<file path="src/rtl/qnet_cmd_arb.sv">
// qnet_cmd_arb: round-robin arbiter between the local and network command
// request/ack pairs. It issues the granted command to the TX packet engine,
// tracks completion with a timeout and returns a four-phase ack.
// Ports:
//   t_clk_i, t_rst_ni         clock, synchronous active-low reset
//   loc_cmd_req_i/_ack_o      local requester handshake (level)
//   net_cmd_req_i/_ack_o      network requester handshake (level)
//   header_i, data_i          shared command payload
//   tx_vld_o/tx_rdy_i         issue handshake to the TX engine
//   tx_header_o, tx_data_o    latched payload
//   tx_done_i                 TX completion pulse
//   busy_o, grant_o           status (grant: 0=loc, 1=net)
//   cmd_cnt_o, err_cnt_o      completed / error counters
//   last_err_o                00 none, 01 invalid header, 10 timeout
module qnet_cmd_arb #(
   parameter int TIMEOUT_CYC = 4096,
   parameter int CNT_W       = 16
) (
   input  logic              t_clk_i,
   input  logic              t_rst_ni,
   input  logic              loc_cmd_req_i,
   input  logic              net_cmd_req_i,
   input  logic [63:0]       header_i,
   input  logic [1:0][31:0]  data_i,
   output logic              loc_cmd_ack_o,
   output logic              net_cmd_ack_o,
   output logic              tx_vld_o,
   input  logic              tx_rdy_i,
   output logic [63:0]       tx_header_o,
   output logic [1:0][31:0]  tx_data_o,
   input  logic              tx_done_i,
   output logic              busy_o,
   output logic              grant_o,
   output logic [CNT_W-1:0]  cmd_cnt_o,
   output logic [CNT_W-1:0]  err_cnt_o,
   output logic [1:0]        last_err_o
);

   // One spare bit so the timer can never wrap back below the limit
   localparam int TW = $clog2(TIMEOUT_CYC + 1);

   typedef enum logic [1:0] {
      S_IDLE,
      S_ISSUE,
      S_WAIT,
      S_ACK
   } state_t;

   state_t             r_state;
   logic               r_vld;
   logic [63:0]        r_hdr;
   logic [1:0][31:0]   r_data;
   logic               r_loc_ack;
   logic               r_net_ack;
   logic               r_grant;
   logic [CNT_W-1:0]   r_cmd_cnt;
   logic [CNT_W-1:0]   r_err_cnt;
   logic [1:0]         r_last_err;
   logic [TW-1:0]      r_timer;

   logic               w_any;
   logic               w_pick_net;
   logic               w_gnt_req;
   logic               w_tmo;
   logic               w_hdr_bad;
   logic [CNT_W-1:0]   w_err_nxt;

   assign w_any      = loc_cmd_req_i | net_cmd_req_i;
   // Net wins when it is alone, or when both ask and loc went last
   assign w_pick_net = net_cmd_req_i & (~loc_cmd_req_i | ~r_grant);
   assign w_gnt_req  = r_grant ? net_cmd_req_i : loc_cmd_req_i;
   assign w_tmo      = (r_timer >= TW'(TIMEOUT_CYC - 1));
   assign w_hdr_bad  = (header_i[63:61] == 3'b000);
   assign w_err_nxt  = (r_err_cnt == {CNT_W{1'b1}}) ?
                       r_err_cnt : r_err_cnt + 1'b1;

   always_ff @(posedge t_clk_i) begin
      if (!t_rst_ni) begin
         r_state    <= S_IDLE;
         r_vld      <= 1'b0;
         r_hdr      <= '0;
         r_data     <= '0;
         r_loc_ack  <= 1'b0;
         r_net_ack  <= 1'b0;
         r_grant    <= 1'b1;
         r_cmd_cnt  <= '0;
         r_err_cnt  <= '0;
         r_last_err <= 2'b00;
         r_timer    <= '0;
      end else begin
         case (r_state)
            S_IDLE: begin
               if (w_any) begin
                  r_grant <= w_pick_net;
                  r_hdr   <= header_i;
                  r_data  <= data_i;
                  r_timer <= '0;
                  if (w_hdr_bad) begin
                     r_state    <= S_ACK;
                     r_last_err <= 2'b01;
                     r_err_cnt  <= w_err_nxt;
                     r_loc_ack  <= ~w_pick_net;
                     r_net_ack  <= w_pick_net;
                  end else begin
                     r_state <= S_ISSUE;
                     r_vld   <= 1'b1;
                  end
               end
            end
            S_ISSUE: begin
               r_timer <= r_timer + 1'b1;
               // Done in the accept cycle counts; accept beats timeout
               if (tx_rdy_i && tx_done_i) begin
                  r_state    <= S_ACK;
                  r_vld      <= 1'b0;
                  r_cmd_cnt  <= r_cmd_cnt + 1'b1;
                  r_last_err <= 2'b00;
                  r_loc_ack  <= ~r_grant;
                  r_net_ack  <= r_grant;
               end else if (tx_rdy_i) begin
                  r_state <= S_WAIT;
                  r_vld   <= 1'b0;
               end else if (w_tmo) begin
                  r_state    <= S_ACK;
                  r_vld      <= 1'b0;
                  r_err_cnt  <= w_err_nxt;
                  r_last_err <= 2'b10;
                  r_loc_ack  <= ~r_grant;
                  r_net_ack  <= r_grant;
               end
            end
            S_WAIT: begin
               r_timer <= r_timer + 1'b1;
               if (tx_done_i) begin
                  r_state    <= S_ACK;
                  r_cmd_cnt  <= r_cmd_cnt + 1'b1;
                  r_last_err <= 2'b00;
                  r_loc_ack  <= ~r_grant;
                  r_net_ack  <= r_grant;
               end else if (w_tmo) begin
                  r_state    <= S_ACK;
                  r_err_cnt  <= w_err_nxt;
                  r_last_err <= 2'b10;
                  r_loc_ack  <= ~r_grant;
                  r_net_ack  <= r_grant;
               end
            end
            S_ACK: begin
               if (!w_gnt_req) begin
                  r_state   <= S_IDLE;
                  r_loc_ack <= 1'b0;
                  r_net_ack <= 1'b0;
               end
            end
            default: begin
               r_state <= S_IDLE;
            end
         endcase
      end
   end

   assign tx_vld_o      = r_vld;
   assign tx_header_o   = r_hdr;
   assign tx_data_o     = r_data;
   assign loc_cmd_ack_o = r_loc_ack;
   assign net_cmd_ack_o = r_net_ack;
   assign busy_o        = (r_state != S_IDLE);
   assign grant_o       = r_grant;
   assign cmd_cnt_o     = r_cmd_cnt;
   assign err_cnt_o     = r_err_cnt;
   assign last_err_o    = r_last_err;

endmodule

</file>
<file path="config.mk">
export PLATFORM = sky130hd
export DESIGN_NAME = qnet_cmd_arb
export DESIGN_NICKNAME = d
export VERILOG_FILES = /design/src/rtl/qnet_cmd_arb.sv
export SDC_FILE = /design/constraint.sdc
export NUM_CORES = 1
export LEC_CHECK = 0
export CORE_MARGIN = 4
export CORE_UTILIZATION = 38
export CTS_CLUSTER_DIAMETER = 30
export DETAILED_ROUTE_END_ITERATION = 16
export PLACE_DENSITY = 0.76
export REMOVE_ABC_BUFFERS = 1
export SYNTH_ARGS = -nofsm -noshare
export SYNTH_HDL_FRONTEND = slang
export SYNTH_SLANG_ARGS = --single-unit
</file>
<file path="constraint.sdc">
create_clock -name t_clk_i -period 2.3 [get_ports t_clk_i]
set_input_delay 0.46 -clock t_clk_i [delete_from_list [all_inputs] [get_ports t_clk_i]]
set_output_delay 0.46 -clock t_clk_i [all_outputs]
set_load 0.02 [all_outputs]
</file>
==> results of run 1 <==
final cells by class:
cell class,count,area [µm²]
clock buffers,17,425
clock inverters,15,161
multi-input cells,635,3280
repair buffers,346,3480
flip-flops and latches,181,3630
inverters,10,45.0
fillers,1575,6770
well taps,229,287
cells in the mapped netlist, drive strengths merged, types with 6 or more instances:
cell | instances | area, µm²
nand4 | 11 | 68.8
nand2 | 283 | 1060
a21oi | 152 | 761
clkbuf | 50 | 188
or3 | 12 | 75.1
nor3 | 6 | 30.0
inv | 10 | 37.5
nor2 | 39 | 146
nand2b | 6 | 37.5
o21ai | 18 | 90.1
nor4 | 6 | 43.8
xor2 | 13 | 114
ha | 7 | 87.6
nand3 | 15 | 75.1
dfxtp | 181 | 3620
xnor2 | 10 | 87.6
cells by family (layout without fill, tap and decap cells):
logic type               Yosys count  in the layout  share of synthesized area, %
AND/OR/NAND/NOR                  397            397                          23.9
AO/OA/AOI/OAI                    201            201                          15.8
flip-flops                       181            181                          51.6
buffers and inverters             64            388                          3.56
XOR/XNOR                          23             23                          2.87
adder cells (fa/ha/maj)            7              7                          1.25
multiplexers                       7              7                          1.03
stage by stage:
step / TNS, ns / power, µW / util [%] / instance area, µm² / cells
2_1_floorplan: -665.36 / 6010 / - / 6810 / 826
3_3_place_gp: -6.63 / 9190 / 58.3 / 10500 / 1395
3_5_place_dp: -7.42 / 9270 / 58.3 / 10500 / 1395
4_1_cts: -0.0568 / 12400 / 62.1 / 11200 / 1431
5_1_grt: -0.512 / 13100 / 62.6 / 11300 / 1433
6_report: -0.179 / 12300 / 62.6 / 11300 / 1433
worst max-delay path: stages:
cell and delay [ns]:
clkdlybuf4s50_1 0.42, o31a_1 0.31, or4_4 0.49, a41o_4 0.28, buf_6 0.13, buf_6 0.12, or3_4 0.36, a21oi_2 0.13
power by group:
part	leakage [µW]	total (µW)	internal, µW	switching [µW]
combinational	0.00239	5360	2390	2970
sequential	0.00149	4100	3760	341
clock	0.000289	2870	1550	1320
sequential cells by signal (all words and copies together) (netlist names):
signal and count:
tx_data_o 64, tx_header_o 64, cmd_cnt_o 16, err_cnt_o 16, r_timer 13, last_err_o 2, r_state 2, grant_o 1
loc_cmd_ack_o 1, net_cmd_ack_o 1, tx_vld_o 1
layer usage:
layer | global-route usage (%) | up-vias
li1 | - | 3580
met1 | 23.7 | 3220
met2 | 33.9 | 245
met3 | 6.45 | 36
met4 | 7.53 | 0
met5 | 0 | -
path summary, 6_finish.rpt:
check	start	endpoint	slack, ns	depth (start not counted)
worst max-delay path	header_i[61]	err_cnt_o[4]	-0.05	8
worst min-delay path	tx_header_o[19]	tx_header_o[19]	0.45	2
worst max register to register	r_state[1]	err_cnt_o[4]	-0.04	9
worst min register to register	tx_header_o[19]	tx_header_o[19]	0.45	2
timing repair:
item | in CTS | in global routing
gates cloned | 1 | 1
pin swaps | 11 | 3
resized for setup | 22 | 16
setup endpoints to repair | 16 | 13
setup buffers | 3 | 1
==> results.yml, run 1 <==
timing:
  finalCriticalPeriod_ns: 2.35
  setup_viol: 6
  finalMaxSlewViolations: 0
  fin_ws_ns: -0.0516
  relSlewSlack_pct: 52.0
  fin_skew_ns: 0.00940
  finalHoldViolCount: 0
  tightestPinTransition_ns: 0.719
  max_freq_ghz: 0.425
  holdWs_ns: 0.453
  grt_setup_unrepaired: "yes"
  finalCritPeriodShare_pct: 102
clock_tree:
  numCtsBuffers: 17
  cts_tree: "yes"
  worstSkewPairLatency_ns: 0.42
  clk_transition_reported_paths_ns: 0.07
  cts_hold_buf: 0
  clock-root-buffer: "clkbuf_16"
  clock-sinks: 181
  cts_max_path_buffers: 2
  cts_max_level: 4
run:
  max_cap_violations: 0
drt:
  routed_via_density: 4.94
  ant_nets: 0
  wl_met3_um: 1690
  vias: 7081
  drc_errors: 0
  wl_per_cell_um: 15.3
  dr.max_layer_used: "met4"
  drt-met1-wl_um: 8830
  met2_length_um: 10800
  drt-initial-drc-count: 325
  firstDrtPassIters: 5
  wl_um: 21900
floorplanning:
  start_util_pct: 38.8
  io_pins: 301
  rows: 49
  coreArea_um2: 18100
  die_area_um2: 20700
  dieWidth_um: 144
  die_h_um: 144
critical_path:
  start_kind: "input port"
  cp_max_fo: 8
  worst-setup-path-type: "in2reg"
  cp-end-kind: "flip-flop"
  critPathRequiredTime_ns: 2.66
  arrival_ns: 2.71
finish:
  layout_commonest_cell: "clkdlybuf4s50_1"
  drive_gt1_share_pct: 8.97
  num_antenna_cells: 0
  mostFrequentLayoutCells: "clkdlybuf4s50_1 (298), nand2_1 (283), dfxtp_1 (177), a21oi_1 (149), nor2_1 (37)"
  fin_nets: 1332
  synthToLayoutAreaGrowth_pct: 61.1
placement:
  hpwl_um: 15600
  pre_cts_ws_ns: -0.527
  gp_congestion: 0.802
  portBuffers: 300
power_and_ir_drop:
  power.density_nw_per_um2: 1090
  irDropWorstVdd_mv: 0.607
  p_leak_uw: 0.00417
outcome:
  violations: "negative setup slack"
  status: "finished, violations left"
yosys:
  synth-main-ff-cell: "dfxtp_1"
  yosys_warnings: 0
  synthCells: 880
  synth_cell_types: 53
  synth_area_um2: 7030
  async_reset_ff_share_pct: 0
  seq_area_frac_synth_pct: 51.6
  avgSynthCellArea_um2: 7.98
  synth-edff-count: 0
  ys_ff_latch: 181
hold_path:
  hp-class: "reg2reg"
grt:
  grt_util_all_layers_pct: 20.0
  grt_pass1_wl_um: 33400
  antenna_found_initial: 0
  grt_pass1_vias: 6727
  gr-total-overflow: 0
  grt_max_degree: 75
(Power assumes the default switching activity.)
==> inputs of run 2 (changes only) <==
Settings changed: ABC_CLOCK_PERIOD_IN_PS set to 2300.
==> results of run 2 <==
No change in the layout: final DEF, timing and power equal those of run 1.
==> inputs of run 3 (changes only) <==
Settings changed: CELL_PAD_IN_SITES_DETAIL_PLACEMENT set to 1, CELL_PAD_IN_SITES_GLOBAL_PLACEMENT set to 1, CORE_UTILIZATION 38 to 27, GPL_TIMING_DRIVEN set to 0, PLACE_DENSITY 0.76 to not set, PLACE_DENSITY_LB_ADDON set to 0.1.
==> run 3 against run 2 <==
  * The flow still finishes with violations (negative setup slack)
  * Global-route usage fell by 2.8 points
  * First-iteration DRC count fell by 15%
  * Clock-buffer cell count increased by 2
  * Die area grew 38%
  * Critical path type unchanged
  * Hold slack worse by 0.00055 ns
  * Utilization down 18 points
  * Setup slack worse by 0.016 ns
==> results.yml, run 3 (synthesis results as in run 1) <==
floorplanning:
  die_h_um: 169
  coreArea_um2: 25400
  dieWidth_um: 169
  start_util_pct: 27.7
  io_pins: 301
  rows: 58
  die_area_um2: 28700
critical_path:
  critPathLaunch: "header_i[62]"
  rr_worst_depth: 8
  crit_path_cell_trace: "clkdlybuf4s50_1 -> o31a_1 -> or4_4 -> a41o_4 -> buf_4 -> o311ai_2 -> o41ai_2"
  critPathMaxStageDelay_ns: 0.54
  arrival_ns: 2.67
  cp_max_fo: 6
  critPathRequiredTime_ns: 2.60
  slowest_stage: "or4_4"
  worst-setup-path-type: "in2reg"
  r2r_slack_ns: -0.03
  cp-endpoint: "err_cnt_o[7]"
  path_delay_family: "compound AO/OA/AOI/OAI gates"
  path_depth: 7
  r2r-end: "err_cnt_o[7]"
  worstReg2RegStart: "r_state[1]"
  cp-end-kind: "flip-flop"
  path_buf_inv: 2
  start_kind: "input port"
timing:
  max_freq_ghz: 0.422
  grt_setup_unrepaired: "yes"
  setup_viol: 12
  tightestPinTransition_ns: 0.839
  fin_ws_ns: -0.0676
  fin_skew_ns: 0.0212
  finalCritPeriodShare_pct: 103
  finalMaxSlewViolations: 0
  relSlewSlack_pct: 43.9
  finalCriticalPeriod_ns: 2.37
  finalHoldViolCount: 0
finish:
  multi_input_area_um2: 3360
  n_fill_cell: 2984
  layout_commonest_cell: "clkdlybuf4s50_1"
  fin_nets: 1313
  fin_cells: 1516
  drive_gt1_share_pct: 7.59
  mostFrequentLayoutCells: "clkdlybuf4s50_1 (297), nand2_1 (283), dfxtp_1 (177), a21oi_1 (152), nor2_1 (37)"
  synthToLayoutAreaGrowth_pct: 61.0
  finish.instance_area_um2: 11300
  ff_latch_area_um2: 3630
clock_tree:
  cts_hold_buf: 0
  clock-sinks: 181
  numCtsBuffers: 17
  clock-root-buffer: "clkbuf_16"
  cts_max_path_buffers: 2
  cts_max_level: 4
  worstSkewPairLatency_ns: 0.43
  cts_tree: "yes"
  clk_transition_reported_paths_ns: 0.08
placement:
  gp_congestion: 0.787
  portBuffers: 300
  place_area_um2: 10400
  post-place-cells: 1465
  hpwl_um: 18100
grt:
  gr-total-overflow: 0
  grt_pass1_vias: 6968
  grt_pass1_wl_um: 39400
  grt_util_all_layers_pct: 17.2
  antenna_found_initial: 1
  grt_max_degree: 88
drt:
  routed_via_density: 4.67
  drt-initial-drc-count: 277
  wl_per_cell_um: 17.2
  wl_um: 26000
  vias: 7085
  drc_errors: 0
  firstDrtPassIters: 4
  ant_nets: 0
power_and_ir_drop:
  p_leak_uw: 0.00408
  power.density_nw_per_um2: 1090
  irDropWorstVdd_mv: 0.482
hold_path:
  hold_depth: 2
  hp-class: "reg2reg"
run:
  max_cap_violations: 0
outcome:
  status: "finished, violations left"
  violations: "negative setup slack"
run 3: changes by cell type in the layout (fill, tap and decap cells not counted), moves of 3 or more:
cell	delta
buf_4	-16
a21oi_1	+3
a21oi_2	-3
buf_12	-3
run 3: worst min-delay path: stages (launching register included):
cell and delay [ns]:
dfxtp_1 0.31, nand2_1 0.05, a21oi_1 0.05
run 3: layout make-up:
| class | instances | area share [%] |
|---|---|---|
| inverter | 10 | 0.498 |
| sequential | 181 | 32.1 |
| clock buffer | 19 | 3.83 |
| clock inverter | 13 | 1.05 |
| tap | 330 | 3.65 |
| antenna | 1 | 0.0221 |
| multi-input combinational | 638 | 29.7 |
| timing repair buffer | 324 | 29.2 |
run 3: layer usage:
| metal | vias to the layer above | wire length [µm] | GRT usage, % |
|---|---|---|---|
| met5 | - | 0 | 0 |
| met2 | 189 | 12400 | 28.5 |
| li1 | 3547 | - | - |
| met4 | 0 | 508 | 4.52 |
| met3 | 18 | 1820 | 6.01 |
| met1 | 3331 | 11300 | 21.4 |
run 3: what timing repair did:
| item | CTS | global route |
|---|---|---|
| resized for setup | 36 | 7 |
| pin swaps | 19 | 3 |
| cloned | 2 | 1 |
| setup endpoints to repair | 141 | 106 |
| buffers inserted | 8 | 7 |
run 3: worst min path at each step:
stage	from	slack [ns]	end
2_1_floorplan	r_timer[3]	0.48	r_timer[3]
3_3_place_gp	tx_header_o[53]	0.44	tx_header_o[53]
3_5_place_dp	tx_data_o[14]	0.45	tx_data_o[14]
4_1_cts	tx_data_o[14]	0.46	tx_data_o[14]
5_1_grt	tx_header_o[6]	0.47	tx_header_o[6]
6_report	tx_data_o[14]	0.45	tx_data_o[14]
run 3: power breakdown:
part | switching [µW] | total, µW | internal [µW]
Combinational | 3080 | 5420 | 2340
Clock | 1380 | 2800 | 1420
Sequential | 347 | 4110 | 3760
run 3: metrics by stage:
step / setup slack (ns) / hold slack (ns) / utilization [%] / total power, µW / TNS [ns]
finish: -0.0676 / 0.453 / 44.5 / 12300 / -0.377
global route: -0.114 / 0.466 / 44.5 / 13100 / -1.12
CTS: -0.0494 / 0.456 / 44.1 / 12400 / -0.126
detailed placement: -0.958 / 0.447 / 41.1 / 9220 / -61.58
global placement: -11.42 / 0.441 / 40.3 / 6610 / -1533.69
floorplan: -5.14 / 0.479 / - / 6010 / -665.36
